[src/rtl/fifo_stream_reader.sv]
// Read-side drain engine: issues FIFO reads, absorbs the 1-cycle read latency and
// presents a bubble-free valid/ready stream. Optional TLAST generation under FIFO_READER_TLAST_EN.
module fifo_stream_reader #(
  parameter int P_DATA_WIDTH = 8,
  parameter int P_LVL_W      = 5
) (
  input  logic                    i_clk,
  input  logic                    i_rst_n,
  output logic                    o_fifo_rden,
  input  logic [P_DATA_WIDTH-1:0] i_fifo_rdata,
  input  logic                    i_fifo_rddata_valid,
  input  logic [P_LVL_W-1:0]      i_fifo_level,
  input  logic                    i_flush,
  output logic                    o_tvalid,
  output logic [P_DATA_WIDTH-1:0] o_tdata,
  input  logic                    i_tready,
`ifdef FIFO_READER_TLAST_EN
  input  logic [15:0]             i_cfg_pkt_len,
  output logic                    o_tlast,
`endif
  output logic [1:0]              o_buf_cnt,
  output logic [7:0]              o_drop_cnt
);

  logic [1:0]              occ, occ_nxt;
  logic [P_DATA_WIDTH-1:0] head, head_nxt;
  logic [P_DATA_WIDTH-1:0] skid, skid_nxt;
  logic                    inflight;
  logic                    flush_d;
  logic [7:0]              drop_cnt, drop_nxt;
  logic [2:0]              drop_add;
  logic [8:0]              drop_sum;
  logic [2:0]              room;
  logic                    pop;
  logic                    take;

  assign pop      = o_tvalid & i_tready;
  assign o_tvalid = (occ != 2'd0);
  assign o_tdata  = head;
  assign o_buf_cnt  = occ;
  assign o_drop_cnt = drop_cnt;

  // Words that will still be held after this edge if a read were not issued now.
  assign room = {1'b0, occ} + {2'b00, inflight} - {2'b00, pop};
  assign o_fifo_rden = i_rst_n & (i_fifo_level != '0) & ~i_flush & (room < 3'd2);

  // Data returning in the flush cycle or the one after belongs to the discarded stream.
  assign take = i_fifo_rddata_valid & ~i_flush & ~flush_d;

  always_comb begin
    occ_nxt  = occ;
    head_nxt = head;
    skid_nxt = skid;
    if (i_flush) begin
      occ_nxt = 2'd0;
    end else begin
      case ({pop, take})
        2'b11: begin
          if (occ == 2'd2) begin
            head_nxt = skid;
            skid_nxt = i_fifo_rdata;
          end else begin
            head_nxt = i_fifo_rdata;
          end
        end
        2'b10: begin
          if (occ == 2'd2) head_nxt = skid;
          occ_nxt = occ - 2'd1;
        end
        2'b01: begin
          if (occ == 2'd0) begin
            head_nxt = i_fifo_rdata;
            occ_nxt  = 2'd1;
          end else begin
            skid_nxt = i_fifo_rdata;
            occ_nxt  = 2'd2;
          end
        end
        default: ;
      endcase
    end
  end

  always_comb begin
    drop_add = 3'd0;
    if (i_flush)
      drop_add = {1'b0, occ} - {2'b00, pop} + {2'b00, i_fifo_rddata_valid};
    else if (flush_d & i_fifo_rddata_valid)
      drop_add = 3'd1;
    drop_sum = {1'b0, drop_cnt} + {6'd0, drop_add};
    drop_nxt = drop_sum[8] ? 8'hff : drop_sum[7:0];
  end

  always_ff @(posedge i_clk or negedge i_rst_n) begin
    if (!i_rst_n) begin
      occ      <= 2'd0;
      head     <= '0;
      skid     <= '0;
      inflight <= 1'b0;
      flush_d  <= 1'b0;
      drop_cnt <= 8'd0;
    end else begin
      occ      <= occ_nxt;
      head     <= head_nxt;
      skid     <= skid_nxt;
      inflight <= o_fifo_rden;
      flush_d  <= i_flush;
      drop_cnt <= drop_nxt;
    end
  end

`ifdef FIFO_READER_TLAST_EN
  logic [15:0] beat_cnt;
  logic [15:0] last_idx;

  assign last_idx = (i_cfg_pkt_len == 16'd0) ? 16'd0 : i_cfg_pkt_len - 16'd1;
  // Counter only moves on pop, so tlast is as stable as the head word under backpressure.
  assign o_tlast  = o_tvalid & (beat_cnt == last_idx);

  always_ff @(posedge i_clk or negedge i_rst_n) begin
    if (!i_rst_n)
      beat_cnt <= 16'd0;
    else if (i_flush)
      beat_cnt <= 16'd0;
    else if (pop)
      beat_cnt <= o_tlast ? 16'd0 : beat_cnt + 16'd1;
  end
`endif

endmodule

[config.mk]
export PLATFORM = sky130hd
export DESIGN_NAME = fifo_stream_reader
export DESIGN_NICKNAME = d
export VERILOG_FILES = /design/src/rtl/fifo_stream_reader.sv
export SDC_FILE = /design/constraint.sdc
export NUM_CORES = 1
export LEC_CHECK = 0
export CAP_MARGIN = 0
export CORE_ASPECT_RATIO = 0.75
export CORE_UTILIZATION = 43
export CTS_CLUSTER_SIZE = 28
export DETAILED_ROUTE_END_ITERATION = 12
export PLACE_DENSITY = 0.74
export SETUP_SLACK_MARGIN = 0.2
export SLEW_MARGIN = 20
export SYNTH_ARGS = -nofsm -noshare
export SYNTH_HDL_FRONTEND = slang
export SYNTH_SLANG_ARGS = --single-unit
[constraint.sdc]
create_clock -name i_clk -period 3.1 [get_ports i_clk]
set_input_delay 0.62 -clock i_clk [delete_from_list [all_inputs] [get_ports i_clk]]
set_output_delay 0.62 -clock i_clk [all_outputs]
set_load 0.1 [all_outputs]
==> results of run 1 <==
cell type report:
type	instances	area, um^2
clock inverters	1	30.0
inverters	12	50.0
multi-input cells	101	878
repair buffers	60	512
well taps	40	50.0
clock buffers	3	41.3
flip-flops and latches	28	708
fillers	254	1020
metal layers:
| metal | up-vias | share of wire | GRT usage |
|---|---|---|---|
| li1 | 617 | - | - |
| met3 | 7 | 0.052 | 0.0481 |
| met5 | - | 0 | 0 |
| met1 | 637 | 0.44 | 0.275 |
| met4 | 0 | 0.017 | 0.0733 |
| met2 | 35 | 0.49 | 0.356 |
layout by cell type (no fill, tap or decap), types with 3 or more instances in the layout:
cell type,count
clkbuf_8,3
ha_4,3
clkdlybuf4s50_1,16
nor2b_4,3
mux2_2,8
nor2_1,5
nand2b_1,5
o22ai_1,8
xnor2_1,4
buf_4,40
a21oi_1,15
nor3_1,3
dfrtp_1,26
inv_1,10
fa_2,3
nand2_1,9
nor2_2,3
o21ai_0,4
worst min path at each step:
stage / to / cells past startpoint
2_1_floorplan: flush_d$_DFF_PN0_ / 0
3_3_place_gp: skid[1]$_DFFE_PN0P_ / 1
3_5_place_dp: skid[3]$_DFFE_PN0P_ / 1
4_1_cts: skid[3]$_DFFE_PN0P_ / 1
5_1_grt: skid[3]$_DFFE_PN0P_ / 1
6_report: skid[3]$_DFFE_PN0P_ / 1
worst register-to-register path: cells and delay by family (launching register included):
| kind | cells | cell delay [ns] |
|---|---|---|
| XOR/XNOR | 1 | 0.10 |
| adder cells (fa/ha/maj) | 4 | 1.12 |
| multiplexers | 1 | 0.29 |
| AND/OR/NAND/NOR | 4 | 0.47 |
| flip-flops | 1 | 0.45 |
| buffers and inverters | 2 | 0.18 |
| AO/OA/AOI/OAI | 1 | 0.20 |
through the flow:
stage | utilization | hold slack (ns)
6_report | 0.690 | 0.523
4_1_cts | 0.680 | 0.524
3_5_place_dp | 0.631 | 0.500
5_1_grt | 0.690 | 0.547
2_1_floorplan | - | 0.324
3_3_place_gp | 0.631 | 0.490
flip-flops by register name, summed over array words and instances, names as in the netlist:
name / flops
o_drop_cnt: 8
o_tdata: 8
skid: 8
o_buf_cnt: 2
flush_d: 1
inflight: 1
timing repair:
action,4_1_cts,5_1_grt
hold buffers,0,0
pin swaps,12,6
endpoints found under the setup margin,6,9
buffers inserted,7,2
resized for setup,11,4
report_power, final:
part	switching [mW]	leakage [nW]	internal (mW)	total, mW
sequential	0.119	0.332	0.510	0.629
clock	0.116	0.0357	0.173	0.288
combinational	1.02	0.633	0.487	1.51
cells by family (layout without fill, tap and decap cells):
group | after synthesis | count (layout)
AO/OA/AOI/OAI | 34 | 34
flip-flops | 28 | 28
XOR/XNOR | 6 | 6
buffers and inverters | 15 | 76
multiplexers | 9 | 9
AND/OR/NAND/NOR | 43 | 43
adder cells (fa/ha/maj) | 9 | 9
==> impl_metrics.toml, run 1 <==
[route]
wl_per_cell_um = 14.5
drc = 0
wirelength_um = 3550
dr.pass1.iters = 4
drtIter0Drc = 55
ant_nets = 0
vias_per_cell = 5.29
dr_total_vias = 1296

[synth]
synth_area_mm2 = 0.00148
synth_nets = 171
synth_compound_area_frac = 0.139
yosys.area_share.simple = 0.155
synth_seq_cells = 28
yosysMostFrequentCell = "dfrtp_1"
synthTopCellsByCount = "28 x dfrtp_1, 16 x a21oi_1, 12 x inv_1"
synth.top_cell.area_share = 0.473
async_flop_share = 1.00
synth_ff_type = "dfrtp_1"
synth_area_leaders = "dfrtp_1 47%, mux2_2 6.8%, a21oi_1 5.4%, ha_1 5.1%, fa_1 4.1%"
synthCells = 144
ys_seq_area_frac = 0.473
synth_top_family_by_area = "simple AND/OR/NAND/NOR gates"
synthAdderAreaFrac = 0.0912
synth_edf_count = 0
synth_area_per_cell_um2 = 10.3
synth_mux_area_frac = 0.0684
synth_warnings = 0
synth-xor-area-share = 0.0355
ys_types = 28
yosysTopAreaCell = "dfrtp_1"

[critical_path]
crit_type = "reg2out"
cp_top_family = "adder cells"
crit_path_end = "o_fifo_rden"
r2r_end = "o_drop_cnt[6]$_DFF_PN0_"
cp-start-kind = "register"
crit_top_cell = "nor2b_4"
cp_slowest_cell = "fa_2"
path_depth = 9
worst-path-buf-inv = 2
arrival_ns = 2.35
cp-end-kind = "output pin"
worstReg2RegStart = "o_buf_cnt[0]$_DFFE_PN0P_"
required_ns = 2.48
path_max_fanout = 3
r2r_setup_slack_ns = 0.22
rr_worst_depth = 13
crit_chain = "inv_4 -> ha_4 -> nor2b_4 -> nor2b_4 -> o21ai_2 -> fa_2 -> nand3_4 -> nor3_4 -> buf_12"
startpoint = "o_buf_cnt[0]$_DFFE_PN0P_"
slowest_delay_ns = 0.54

[timing]
timing.fmax_ghz = 0.336
slew_violations = 0
setup-tns-final_ns = 0
finalWorstSetupSlack_ns = 0.128
setup_violations = 0
rsz0062_at_grt = "true"
min_period_ns = 2.97
period_share = 0.959
hold_violations = 0
worst_pin_slew_ns = 0.469
relSlewSlack = 0.687
final.setup_skew_ns = 0.00294

[clock_tree]
clkLatencyLatePin_ns = 0.28
htreeDepth = 1
cts_buffers = 3
path_clk_slew_ns = 0.10
cts.path.max_buffers = 2
root_buffer = "clkbuf_8"
cts_tree = "yes"
cts.sinks = 28

[floorplanning]
initial_core_util = 0.451
die_area_mm2 = 0.00369
dieHeight_um = 52.8
die_w_um = 69.8
row_count = 18
ioPinCount = 38
coreArea_mm2 = 0.00329

[power_and_ir_drop]
power_density_mw_per_mm2 = 1070
power.total_mw = 2.43
irDropWorstVdd_uv = 557
p_leak_nw = 1.00

[placement]
gp_congestion = 0.848
post_dp_cell_area_mm2 = 0.00208
placed_cells = 232
place_hpwl_um = 2570
pre_cts_slack_ns = -0.229
port_buffers = 37

[layout]
fin_area_mm2 = 0.00227
n_antenna_cell = 0
syn_to_final_growth_pct = 53.2
finalNonFillerCells = 245
nNetsFinal = 233
layout-drive-gt1-share = 0.420

[worst_hold_path]
holdCritStartpoint = "skid[3]$_DFFE_PN0P_"
hp-class = "reg2reg"

[global_route]
overflow = 0
grt_antenna_before_repair = 0
grt_max_degree = 29
grt.total_usage = 0.213
grt_pass1_vias = 1272
grt_pass1_wl_um = 5970

[status]
outcome = "completed"

[flow_run]
max_cap_viol_count = 0
No activity file was read; power rests on OpenSTA's default activity.
==> inputs of run 2 (changes only) <==
- ABC_AREA: unset -> 1
- CORE_UTILIZATION: 43 -> 25
- HOLD_SLACK_MARGIN: unset -> 0.12
- PLACE_DENSITY: 0.74 -> unset
==> impl_metrics.toml, run 2 <==
[route]
drtIter0Drc = 89
ant_nets = 0
dr_total_vias = 1650
dr.pass1.iters = 6
wl_per_cell_um = 12.4
drc = 0
wirelength_um = 4560
vias_per_cell = 4.50

[clock_tree]
clkLatencyLatePin_ns = 0.28
cts_buffers = 3
path_clk_slew_ns = 0.10
cts.sinks = 28
cts_tree = "yes"
root_buffer = "clkbuf_8"
cts.path.max_buffers = 2
htreeDepth = 1

[floorplanning]
ioPinCount = 38
die_w_um = 98.2
dieHeight_um = 74.2
initial_core_util = 0.267
die_area_mm2 = 0.00728
row_count = 25
coreArea_mm2 = 0.00651

[synth]
synth_area_leaders = "dfrtp_1 40%, nand2_1 17%, o21ai_0 7.5%, nand3_1 5.8%, inv_1 5.4%"
synth_nets = 255
synth_compound_area_frac = 0.110
synth_area_per_cell_um2 = 7.61
ys_seq_area_frac = 0.404
synth_mux_area_frac = 0
synthAdderAreaFrac = 0.0779
synth_edf_count = 0
synth.top_cell.area_share = 0.404
synthCells = 228
synth-xor-area-share = 0.00505
synth_warnings = 0
yosys.area_share.simple = 0.319
synth_area_mm2 = 0.00174
synth_top_family_by_area = "simple AND/OR/NAND/NOR gates"
synth_ff_type = "dfrtp_1"
ys_types = 27
async_flop_share = 1.00
yosysTopAreaCell = "dfrtp_1"
yosysMostFrequentCell = "nand2_1"
synth_seq_cells = 28
synthTopCellsByCount = "77 x nand2_1, 28 x dfrtp_1, 26 x o21ai_0"

[timing]
relSlewSlack = 0.596
worst_pin_slew_ns = 0.607
rsz0062_at_grt = "true"
setup-tns-final_ns = 0
holdWs_ns = 0.499
timing.fmax_ghz = 0.333
setup_violations = 0
min_period_ns = 3.00
hold_violations = 0
period_share = 0.969
final.setup_skew_ns = 0.00375
slew_violations = 0

[critical_path]
rr_worst_depth = 18
crit_chain = "inv_4 -> ha_4 -> inv_16 -> nand2_8 -> nor2_4 -> buf_4 -> fa_2 -> nand4_1 -> a21oi_4 -> buf_12"
path_depth = 10
cp-start-kind = "register"
cp_slowest_cell = "dfrtp_4"
path_max_fanout = 3
arrival_ns = 2.38
required_ns = 2.48
crit_type = "reg2out"
slowest_delay_ns = 0.51
cp-end-kind = "output pin"
cp_top_family = "adder cells"
worst-path-buf-inv = 4

[placement]
port_buffers = 37
placed_cells = 352
gp_congestion = 0.737
place_hpwl_um = 3290

[status]
outcome = "completed"

[layout]
layout-drive-gt1-share = 0.346
n_antenna_cell = 0
most-common-layout-cells = "70 x nand2_1, 38 x buf_4, 26 x dfrtp_1, 21 x inv_1, 19 x o21ai_0"
nNetsFinal = 314
finalNonFillerCells = 367
syn_to_final_growth_pct = 49.2
final_common_cell = "nand2_1"

[flow_run]
max_cap_viol_count = 0

[global_route]
grt_max_degree = 29
grt_antenna_before_repair = 0
grt_pass1_vias = 1511
overflow = 0
grt.total_usage = 0.131
grt_pass1_wl_um = 7380

[worst_hold_path]
hold_depth = 2
hp-class = "reg2reg"

[power_and_ir_drop]
power_density_mw_per_mm2 = 932
p_leak_nw = 1.24
irDropWorstVdd_uv = 664
## run 2: cell types whose count changed after synthesis, sizes merged, moves of 9 or more
cell,before,now
a21oi,16,3
mux2,9,0
nand2,10,81
inv,12,30
o21ai,5,27
nand3,3,23
## run 2: worst paths after layout
kind | startpoint | to | slack [ns]
setup / recovery | o_buf_cnt[0]$_DFFE_PN0P_ | o_fifo_rden | 0.1
hold / removal | o_tdata[1]$_DFFE_PN0P_ | o_tdata[1]$_DFFE_PN0P_ | 0.50
setup reg to reg | o_buf_cnt[0]$_DFFE_PN0P_ | o_drop_cnt[6]$_DFF_PN0_ | 0.23
hold reg to reg | o_tdata[1]$_DFFE_PN0P_ | o_tdata[1]$_DFFE_PN0P_ | 0.50
max in group asynchronous | i_rst_n | o_buf_cnt[1]$_DFFE_PN0P_ | 1.90
min in group asynchronous | i_rst_n | o_drop_cnt[6]$_DFF_PN0_ | 0.89
## run 2: cell type report
| class | instances | area, um^2 |
|---|---|---|
| clock inverters | 1 | 30.0 |
| repair buffers | 58 | 497 |
| fillers | 677 | 3920 |
| flip-flops and latches | 28 | 708 |
| well taps | 81 | 101 |
| clock buffers | 3 | 41.3 |
| multi-input cells | 166 | 1070 |
| inverters | 30 | 141 |
## run 2: cell families after synthesis
kind of cell / count (synthesis)
xor gates and xnor gates: 1
adders and majority gates: 9
buffers and inverters: 34
and+or+nand+nor: 123
DFF: 28
AOI/OAI and AO/OA: 33
## run 2: layer usage
metal | vias to the layer above | GRT usage | share of wire
met1 | 774 | 0.171 | 0.49
met3 | 4 | 0.0329 | 0.046
met2 | 28 | 0.220 | 0.46
li1 | 844 | - | -
met5 | - | 0 | 0
met4 | 0 | 0.0315 | 0.0072
## run 2: tightest hold or removal path, delay by kind of cell (launching register included)
family	cells	cell delay [ns]
and+or+nand+nor	2	0.11
DFF	1	0.36
## run 2: per-stage QoR
stage	util	power (mW)	instance area (um^2)	worst slack, ns
finish	0.398	2.41	2590	0.0963
global route	0.398	2.55	2590	-0.00130
CTS	0.377	2.32	2450	0.0447
detailed placement	0.353	1.99	2300	-0.240
global placement	0.353	1.98	2300	-0.148
floorplan	-	1.66	1820	-0.0780
## run 2: report_power, final
| group | switching, mW | internal [mW] |
|---|---|---|
| Sequential | 0.122 | 0.504 |
| Clock | 0.122 | 0.173 |
| Combinational | 1.07 | 0.429 |
## run 2: timing repair
item / CTS / global route
cloned: 0 / 0
setup buffers: 7 / 4
hold buffers: 0 / 0
setup endpoints to repair: 9 / 9
pin swaps: 8 / 11
gates resized for setup: 10 / 28
